<file path="config.mk">
export PLATFORM = sky130hd
export DESIGN_NAME = crc16_x25_byte
export DESIGN_NICKNAME = d
export VERILOG_FILES = /design/src/rtl/hdlc_rx_frame_chk_pkg.sv /design/src/rtl/hdlc_rx_frame_chk_crc.sv
export SDC_FILE = /design/constraint.sdc
export NUM_CORES = 1
export LEC_CHECK = 0
export BUFFER_PORTS_ARGS = -buffer_cell sky130_fd_sc_hd__buf_4
export CAP_MARGIN = 15
export CELL_PAD_IN_SITES_DETAIL_PLACEMENT = 0
export CELL_PAD_IN_SITES_GLOBAL_PLACEMENT = 1
export CORE_ASPECT_RATIO = 1.2
export CORE_MARGIN = 2
export CORE_UTILIZATION = 24
export DETAILED_ROUTE_END_ITERATION = 8
export PLACE_DENSITY_LB_ADDON = 0.3
export SETUP_SLACK_MARGIN = 0.5
export SYNTH_ARGS = -nofsm -noshare
export SYNTH_HDL_FRONTEND = slang
export SYNTH_SLANG_ARGS = --single-unit
</file>
<file path="constraint.sdc">
create_clock -name vclk -period 0.95
set_clock_uncertainty 0.15 [all_clocks]
set_input_delay 0.095 -clock vclk [all_inputs]
set_output_delay 0.095 -clock vclk [all_outputs]
set_load 0.01 [all_outputs]
</file>
<file path="src/rtl/hdlc_rx_frame_chk_pkg.sv">
// hdlc_pkg: shared constants, FSM encoding and helpers for the HDLC receive frame checker.
package hdlc_pkg;
  localparam logic [15:0] FCS_INIT = 16'hFFFF;
  localparam logic [15:0] FCS_POLY_R = 16'h8408;
  localparam logic [15:0] FCS_GOOD = 16'hF0B8;
  localparam int DEF_ADDR_W = 9;
  localparam int DEF_MAX_LEN = 512;
  typedef enum logic [1:0] {IDLE, RECV, DISCARD, CHECK} rx_state_e;
  function automatic logic [15:0] sat_inc(input logic [15:0] v);
    return v + {15'd0, v != 16'hFFFF};
  endfunction
endpackage

</file>
<file path="src/rtl/hdlc_rx_frame_chk_crc.sv">
// crc16_x25_byte: combinational CRC-16/X.25 update by one byte, LSB first.
module crc16_x25_byte
  import hdlc_pkg::*;
(
  input  logic [15:0] crc_in,
  input  logic [7:0]  data,
  output logic [15:0] crc_out
);
  logic [15:0] c;
  always_comb begin
    c = crc_in ^ {8'h00, data};
    for (int i = 0; i < 8; i++) c = c[0] ? (c >> 1) ^ FCS_POLY_R : c >> 1;
    crc_out = c;
  end
endmodule

</file>
==> out/metrics.yaml <==
avgSynthCellArea_sq_um: 15.5
nets: 108
portBuffers: 40
use_met3_pct: 3.26
ys_warn_count: 0
fin_crit_sh_pct: 131
yosysTopAreaCellShare_pct: 29.0
syn-num-nets: 49
fmax_mhz: 807
power_leakage_nw: 0.586
syn_area_sq_um: 388
die_w_um: 40.7
drt-initial-drc-count: 0
cap_viol_max_count: 0
start_util_pct: 26.2
place_ws_ps: -346
status: "finished, violations left"
hp-start: "crc_in[12]"
hold_path.class: "primary input to output pin"
grt_remaining_overflow: 0
fp.dieArea_sq_um: 1960
area_growth_pct: 190
synth_top_area_cell: "xnor3_1"
rsz0062_at_grt: "yes"
worstMarginPinSlew_ps: 199
grt_use_total_pct: 13.7
place_hpwl_um: 823
num_io_pins: 40
seq_area_frac_synth_pct: 0
use_met1_pct: 14.2
antenna_left: 0
yosys-top-cells-count: "xnor2_1 (8), xnor3_1 (5), xnor2_2 (3), xor2_1 (3), xor3_1 (3)"
antenna_found_initial: 0
seq_area_sq_um: 0
yosys.cell_count.top_type: "xnor2_1"
ys_types: 8
place_congestion: 0.593
period_needed_ps: 1240
via_per_inst: 4.12
ir_drop_mv: 0.470
drv_slew: 0
required_ps: 700
grt_pass1_vias: 469
crit_top_cell: "buf_6"
cp_max_fo: 2
cpPeakStageDelay_ps: 380
violations: "negative setup slack"
finalHoldViolCount: 0
crit_arrival_ps: 990
path_cells: "buf_8 > xnor2_4 > buf_6 > xnor3_1 > buf_6"
ys_top_cells_by_area: "xnor3_1 (29%), xor3_1 (18%), xnor2_1 (18%), xnor2_2 (13%), xnor2_4 (7.1%)"
setup_slack_ps: -290
met2_usage_pct: 28.3
max_slew_margin_pct: 86.8
vias: 408
criticalPathCategory: "primary input to output pin"
placed_cells: 87
cellPowerDensity_nw_per_um2: 974
startpoint: "data[3]"
seq_cells: 0
dr.pass1.iters: 1
setup-violations-final: 16
die_h_um: 48.0
final.setup.tns_ps: -2890
start_kind: "primary input"
layout.cells.non_filler: 99
antenna_cells: 0
row_count: 15
synthCells: 25
grt_pass1_wl_um: 1830
drive_gt1_share_pct: 87.8
wl_per_cell_um: 12.2
num-clock-buffers: 0
drc: 0
core_sq_um: 1480
grt_busiest_layer: "met2"
end_kind: "output pin"
drt-total-wl_um: 1210
cp_slowest_cell: "xnor3_1"
grt_max_degree: 5
per-stage QoR:
stage | util (%) | total power, mW | instance area [sq um] | hold slack [ps]
finish | 75.9 | 1.10 | 1120 | 322
global route | 75.9 | 1.16 | 1120 | 334
CTS | 73.3 | 1.06 | 1090 | 322
detailed placement | 57.7 | 0.858 | 856 | 315
global placement | 57.7 | 0.849 | 856 | 311
floorplan | - | 0.458 | 497 | 107
kinds of logic (layout without fill, tap and decap cells):
family / count (synthesis) / after routing / share of synthesized area, %
buffers and inverters: 1 / 58 / 0.967
xor gates and xnor gates: 24 / 24 / 99.0
cell type report:
cell class	count	area [sq um]
timing repair buffer	57	578
multi-input combinational	24	519
fill	107	358
tap	17	21.3
inverter	1	6.26
path summary, 6_finish.rpt:
kind	endpoint	slack, ps	cells past startpoint
worst max-delay path	crc_out[10]	-290	5
worst min-delay path	crc_out[4]	320	3
per-layer routing:
layer	up-vias	wire, um	part of all wire, %
met5	-	0	0
met4	0	0	0
met3	0	146	12
met2	25	741	61
met1	185	320	26
li1	198	-	-
cells in the final DEF (no fill, tap or decap):
cell / count
xor3_1: 3
buf_8: 8
xnor2_4: 7
xor2_2: 1
xnor2_2: 5
buf_4: 25
xor3_4: 1
inv_4: 1
xor2_1: 2
xnor3_1: 5
buf_6: 24
worst max-delay path: cells and delay by family:
family	cells	cell delay [ps]
xor+xnor	2	540
buf+inv	3	350
what timing repair did:
action / in CTS / in global routing
setup buffers: 9 / 3
setup endpoints to repair: 16 / 16
hold buffers: 0 / 0
pin swaps: 13 / 5
gates resized for setup: 40 / 4
power by group:
| part | total, mW | leakage, nW | switching (mW) | internal, mW |
|---|---|---|---|---|
| Combinational | 1.10 | 0.586 | 0.361 | 0.734 |
| Sequential | 0 | 0 | 0 | 0 |
| Clock | 0 | 0 | 0 | 0 |
Power figures use the tool's default switching activity.
